===== src/rtl/pio_bcd_hex_if.sv =====
// pio_bcd_hex_if: groups the PIO value and display outputs of pio_bcd_hex.
//   value_in     : binary value from the PIO conduit (readdata)
//   hex_out      : packed 7-segment codes, digit k in [7k+6:7k]
//   bcd_out      : last converted BCD value, digit k in [4k+3:4k]
//   busy         : converter is in CONVERT or LOAD
//   update_pulse : one-cycle strobe when hex_out/bcd_out change
// master = PIO side (drives value_in), slave = converter.
`timescale 1ns/1ps
interface pio_bcd_hex_if #(
  parameter int WIDTH  = 8,
  parameter int DIGITS = 3
);
  logic [WIDTH-1:0]    value_in;
  logic [7*DIGITS-1:0] hex_out;
  logic [4*DIGITS-1:0] bcd_out;
  logic                busy;
  logic                update_pulse;

  modport master (
    output value_in,
    input  hex_out, bcd_out, busy, update_pulse
  );

  modport slave (
    input  value_in,
    output hex_out, bcd_out, busy, update_pulse
  );
endinterface


===== src/rtl/pio_bcd_hex.sv =====
// pio_bcd_hex: watches the PIO output value and shows it in decimal on the
// DE1 HEX displays. Conversion uses a sequential double-dabble engine, one
// shift per clock. Same clock domain as the PIO, so no synchronizer.
//
// Ports:
//   clk    : system clock (CLOCK_50)
//   reset  : synchronous, active-high
//   pio    : pio_bcd_hex_if.slave (value_in, hex_out, bcd_out, busy,
//            update_pulse)
//
// Parameters: WIDTH (4..10), DIGITS (must hold 2**WIDTH-1), ACTIVE_LOW
// (1 = segment on drives 0).
//
// Optional macro PIO_BCD_HEX_LZB_EN: leading-zero blanking of digits 1 and up.
//
// state   | meaning
// --------+-------------------------------------------------------------
// IDLE    | compare in_q against last_q, start a conversion on change
// CONVERT | one double-dabble iteration per cycle, WIDTH iterations
// LOAD    | register BCD/segment outputs and pulse update_pulse
`timescale 1ns/1ps
module pio_bcd_hex #(
  parameter int WIDTH      = 8,
  parameter int DIGITS     = 3,
  parameter int ACTIVE_LOW = 1
) (
  input logic         clk,
  input logic         reset,
  pio_bcd_hex_if.slave pio
);

  localparam int BCD_W = 4 * DIGITS;
  localparam int HEX_W = 7 * DIGITS;
  localparam int SR_W  = BCD_W + WIDTH;
  localparam int CNT_W = $clog2(WIDTH + 1);

  if (WIDTH < 4 || WIDTH > 10) begin : g_bad_width
    $error("pio_bcd_hex: WIDTH must be in 4..10");
  end
  if ((2 ** WIDTH) - 1 >= 10 ** DIGITS) begin : g_bad_digits
    $error("pio_bcd_hex: DIGITS too small for WIDTH");
  end

  typedef enum logic [1:0] {IDLE, CONVERT, LOAD} state_t;

  state_t            state, state_next;
  logic [WIDTH-1:0]  in_q;
  logic [WIDTH-1:0]  last_q;
  logic [SR_W-1:0]   sr;
  logic [SR_W-1:0]   sr_adj;
  logic [CNT_W-1:0]  cnt;
  logic [BCD_W-1:0]  bcd_q;
  logic [HEX_W-1:0]  hex_q;
  logic              pulse_q;
  logic              start, step, load, busy_c;

  // Segment code in active-low g..a order; nibbles above 9 show blank.
  function automatic logic [6:0] seg_code(input logic [3:0] d, input logic blank);
    logic [6:0] c;
    case (d)
      4'd0:    c = 7'h40;
      4'd1:    c = 7'h79;
      4'd2:    c = 7'h24;
      4'd3:    c = 7'h30;
      4'd4:    c = 7'h19;
      4'd5:    c = 7'h12;
      4'd6:    c = 7'h02;
      4'd7:    c = 7'h78;
      4'd8:    c = 7'h00;
      4'd9:    c = 7'h10;
      default: c = 7'h7F;
    endcase
    if (blank) c = 7'h7F;
    return (ACTIVE_LOW != 0) ? c : ~c;
  endfunction

  function automatic logic [HEX_W-1:0] encode(input logic [BCD_W-1:0] bcd);
    logic [HEX_W-1:0] h;
`ifdef PIO_BCD_HEX_LZB_EN
    logic upper_zero;
    upper_zero = 1'b1;
`endif
    h = '0;
    // Walk from the most significant digit so upper_zero means "this digit
    // and everything above it is zero".
    for (int k = DIGITS - 1; k >= 0; k--) begin
`ifdef PIO_BCD_HEX_LZB_EN
      upper_zero = upper_zero && (bcd[4*k +: 4] == 4'd0);
      h[7*k +: 7] = seg_code(bcd[4*k +: 4], upper_zero && (k != 0));
`else
      h[7*k +: 7] = seg_code(bcd[4*k +: 4], 1'b0);
`endif
    end
    return h;
  endfunction

  // Add-3 correction on every BCD nibble before the shift.
  always_comb begin
    sr_adj = sr;
    for (int k = 0; k < DIGITS; k++) begin
      if (sr[WIDTH + 4*k +: 4] >= 4'd5)
        sr_adj[WIDTH + 4*k +: 4] = sr[WIDTH + 4*k +: 4] + 4'd3;
    end
  end

  always_ff @(posedge clk) begin
    if (reset) state <= IDLE;
    else       state <= state_next;
  end

  always_comb begin
    state_next = state;
    start      = 1'b0;
    step       = 1'b0;
    load       = 1'b0;
    busy_c     = 1'b0;
    case (state)
      IDLE: begin
        if (in_q != last_q) begin
          start      = 1'b1;
          state_next = CONVERT;
        end
      end
      CONVERT: begin
        step   = 1'b1;
        busy_c = 1'b1;
        if (cnt == CNT_W'(WIDTH - 1)) state_next = LOAD;
      end
      LOAD: begin
        load       = 1'b1;
        busy_c     = 1'b1;
        state_next = IDLE;
      end
      default: state_next = IDLE;
    endcase
  end

  always_ff @(posedge clk) begin
    if (reset) begin
      in_q    <= '0;
      last_q  <= '0;
      sr      <= '0;
      cnt     <= '0;
      bcd_q   <= '0;
      hex_q   <= encode('0);
      pulse_q <= 1'b0;
    end else begin
      in_q    <= pio.value_in;
      pulse_q <= 1'b0;
      if (start) begin
        last_q <= in_q;
        sr     <= {{BCD_W{1'b0}}, in_q};
        cnt    <= '0;
      end
      if (step) begin
        sr  <= {sr_adj[SR_W-2:0], 1'b0};
        cnt <= cnt + CNT_W'(1);
      end
      if (load) begin
        bcd_q   <= sr[SR_W-1 -: BCD_W];
        hex_q   <= encode(sr[SR_W-1 -: BCD_W]);
        pulse_q <= 1'b1;
      end
    end
  end

  assign pio.bcd_out      = bcd_q;
  assign pio.hex_out      = hex_q;
  assign pio.busy         = busy_c;
  assign pio.update_pulse = pulse_q;

endmodule


===== src/flat_wrapper.sv =====
// flat-port wrapper written by rule: the top's interface ports become plain ports
module pio_bcd_hex_flat 
#(
  parameter int WIDTH      = 8,
  parameter int DIGITS     = 3,
  parameter int ACTIVE_LOW = 1
)
  (clk, reset, pio_value_in, pio_hex_out, pio_bcd_out, pio_busy, pio_update_pulse);
  pio_bcd_hex_if #(.WIDTH(WIDTH), .DIGITS(DIGITS)) pio_i ();
  input logic clk;
  input logic reset;
  input wire logic [$bits(pio_i.value_in)-1:0] pio_value_in;
  output wire logic [$bits(pio_i.hex_out)-1:0] pio_hex_out;
  output wire logic [$bits(pio_i.bcd_out)-1:0] pio_bcd_out;
  output wire logic [$bits(pio_i.busy)-1:0] pio_busy;
  output wire logic [$bits(pio_i.update_pulse)-1:0] pio_update_pulse;
  assign pio_i.value_in = pio_value_in;
  assign pio_hex_out = pio_i.hex_out;
  assign pio_bcd_out = pio_i.bcd_out;
  assign pio_busy = pio_i.busy;
  assign pio_update_pulse = pio_i.update_pulse;
  pio_bcd_hex #(.WIDTH(WIDTH), .DIGITS(DIGITS), .ACTIVE_LOW(ACTIVE_LOW)) u_core (.clk(clk), .reset(reset), .pio(pio_i));
endmodule

===== config.mk =====
export PLATFORM = sky130hd
export DESIGN_NAME = pio_bcd_hex_flat
export DESIGN_NICKNAME = d
export VERILOG_FILES = /design/src/rtl/pio_bcd_hex_if.sv /design/src/rtl/pio_bcd_hex.sv /design/src/flat_wrapper.sv
export SDC_FILE = /design/constraint.sdc
export NUM_CORES = 1
export LEC_CHECK = 0
export CAP_MARGIN = 20
export CORE_MARGIN = 2
export CORE_UTILIZATION = 59
export DETAILED_ROUTE_END_ITERATION = 8
export GPL_TIMING_DRIVEN = 0
export PLACE_DENSITY = 0.84
export SKIP_CTS_REPAIR_TIMING = 1
export SYNTH_ARGS = -nofsm -noshare
export SYNTH_HDL_FRONTEND = slang
export SYNTH_SLANG_ARGS = --single-unit

===== constraint.sdc =====
create_clock -name clk -period 5.6 [get_ports clk]
set_clock_uncertainty 0.2 [all_clocks]
set_input_delay 0.56 -clock clk [delete_from_list [all_inputs] [get_ports clk]]
set_output_delay 0.56 -clock clk [all_outputs]
set_load 0.005 [all_outputs]

==> metrics.yaml <==
routing:
  drtAntennaViolNets: 0
  drt_iter0_markers: 214
  drt_wl_total_um: 8052
  first_pass_iters: 4
  wl_per_cell_um: 14.94
  route.vias.total: 3005
  drcViolationCount: 0
  vias_per_cell: 5.575
hold_path:
  holdPathStages: 2
  worstHoldStart: "u_core.sr[7]"
  min_to: "u_core.sr[8]"
  hp-class: "reg2reg"
run_status:
  status: "finished clean"
synthesis:
  synth_ff_type: "dfxtp_1"
  synth_cell_types: 34
  synth-seq-area-share_pct: 42.86
  yosysTopAreaCellShare_pct: 42.86
  synth_edf_count: 0
  yosys_warnings: 0
  ys_ff_latch: 76
  ys_top_cells_by_area: "dfxtp_1 43%, mux2i_1 7.9%, ha_1 7.4%, a21oi_1 6.2%, nor2_1 5.6%"
  netlist_area_sq_um: 3550
  synth_common_cells: "76 x dfxtp_1, 53 x nor2_1, 44 x a21oi_1"
  synth_fp_nets: 437
  async_flop_share_pct: 0
  synth_cells: 406
  post-synth-top-count-cell: "dfxtp_1"
  yosys.area.top_type: "dfxtp_1"
  syn_area_per_cell_sq_um: 8.743
setup_path:
  reg2reg_to: "u_core.pio.bcd_out[4]"
  cp-start-kind: "register"
  required_ns: 4.84
  rr_worst_depth: 6
  worst-path-buf-inv: 2
  crit_fanout: 3
  max_stage_delay_ns: 0.50
  worstSetupEndpointType: "output port"
  crit_chain: "inv_1 -> ha_1 -> clkdlybuf4s50_1"
  setup.worst_path.class: "reg2out"
  rrSetupSlack_ns: 3.36
  crit_slowest_cell: "clkdlybuf4s50_1"
  worst_ep_arrival_time_ns: 1.61
  startpoint: "u_core.state[1]"
  path_delay_family: "buffers and inverters"
  rr_startpoint: "u_core.state[0]"
placement:
  dp.cells: 524
  routabilityCongestion: 0.9247
  portBuffers: 43
  place_hpwl_um: 5475
grt:
  antenna_found_initial: 0
  overflow: 0
  grt_pass1_vias: 2836
  grt_start_max_net_pins: 13
  grt_pass1_wl_um: 13350
  grt.total_usage_pct: 26.80
die:
  die_h_um: 81.57
  io_pins: 45
  core_region_area_sq_um: 5851
  initial_core_util_pct: 60.67
  die_x_um: 81.57
  dieArea_sq_um: 6653
  row_count: 28
clocking:
  clock_path_buffers: 2
  clkTransAtPathRegs_ns: 0.08
  cts_tree: "built"
  numCtsBuffers: 9
  clockRootBuffer: "clkbuf_8"
  cts.sink_count: 76
  clock_latency_ns: 0.36
  htreeDepth: 3
power_and_ir_drop:
  power_density_nw_per_um2: 309.5
  ir_drop_mv: 0.3097
  leakage_nw: 1.570
  finalPower_mw: 1.320
timing:
  period_share_pct: 42.29
  fin_crit_ns: 2.368
  finalHoldViolations: 0
  fin_setup_tns_ns: 0
  rsz0062_at_grt: "false"
  setup_viol: 0
  final_max_slew_viol_count: 0
  max-slew-margin-rel_pct: 57.30
  tightest_slew_ns: 0.6405
  fmax_mhz: 422.2
layout:
  drive_above_1_share_pct: 6.034
  nets: 491
  num_antenna_cells: 0
  finalNonFillerCells: 539
  syn_to_final_growth_pct: 20.13
job:
  max_cap_violations: 0
metrics by stage:
step / cell area [sq um] / setup slack [ns] / hold slack (ns) / utilization (%)
floorplan: 3550 / 3.779 / 0.2316 / -
global placement: 4074 / 3.407 / 0.2398 / 69.63
detailed placement: 4074 / 3.359 / 0.2492 / 69.63
CTS: 4264 / 3.227 / 0.2627 / 72.88
global route: 4264 / 3.171 / 0.2873 / 72.88
finish: 4264 / 3.232 / 0.2579 / 72.88
kinds of logic after synthesis:
kind of cell             Yosys count  share of synthesized area (%)
XOR/XNOR                          11                          2.714
multiplexers                      32                          9.165
AND/OR/NAND/NOR                  134                          17.66
adder cells (fa/ha/maj)           21                          7.402
AO/OA/AOI/OAI                     88                          15.26
flip-flops                        76                          42.86
buffers and inverters             44                          4.935
layer usage:
| metal | vias to the layer above | share of wire [%] | GRT usage, % |
|---|---|---|---|
| met3 | 16 | 5.0 | 7.253 |
| met4 | 0 | 2.1 | 11.36 |
| met5 | - | 0 | 0 |
| met1 | 1417 | 45 | 34.56 |
| li1 | 1502 | - | - |
| met2 | 70 | 47 | 42.30 |
registers in the layout (all words and copies together) (netlist names):
signal / flops
u_core.pio.hex_out: 21
u_core.sr: 20
u_core.pio.bcd_out: 12
u_core.in_q: 8
u_core.last_q: 8
u_core.cnt: 4
u_core.state: 2
u_core.pio.update_pulse: 1
worst max-delay path by stage:
stage / endpoint / slack, ns / cells past startpoint
2_1_floorplan: u_core.pio.bcd_out[0] / 3.78 / 6
3_3_place_gp: u_core.pio.bcd_out[10] / 3.41 / 6
3_5_place_dp: u_core.pio.bcd_out[7] / 3.36 / 6
4_1_cts: pio_busy / 3.23 / 3
5_1_grt: pio_busy / 3.17 / 3
6_report: pio_busy / 3.23 / 3
layout by cell type (no fill, tap or decap), types with 12 or more instances in the layout:
cell type / count
dfxtp_1: 76
nor2_1: 53
a21oi_1: 44
clkdlybuf4s50_1: 43
mux2i_1: 28
nand2_1: 23
ha_1: 21
clkbuf_1: 18
inv_1: 17
nand3_1: 15
a211oi_1: 14
nand2b_1: 13
nor3_1: 12
cell type report:
cell class              count  area [sq um]
repair buffers             43         430.4
flip-flops and latches     76          1521
clock buffers              10         137.6
multi-input cells         286          1853
plain buffers              27         111.4
well taps                  75         93.84
fillers                   453          1587
inverters                  17         63.81
clock inverters             5         52.55
worst reg2reg max path, delay by kind of cell, from the launching register on:
family                     cells  cell delay (ns)
adders and majority gates      1             0.18
and+or+nand+nor                1             0.06
buffers and inverters          3             1.09
DFF                            1             0.32
muxes                          1             0.27
power breakdown:
| part | leakage [nW] | internal, mW | switching (mW) |
|---|---|---|---|
| clock | 0.0979 | 0.213 | 0.202 |
| combinational | 0.855 | 0.117 | 0.185 |
| sequential | 0.617 | 0.578 | 0.0250 |
| total | 1.57 | 0.908 | 0.412 |
Power figures use the tool's default switching activity.
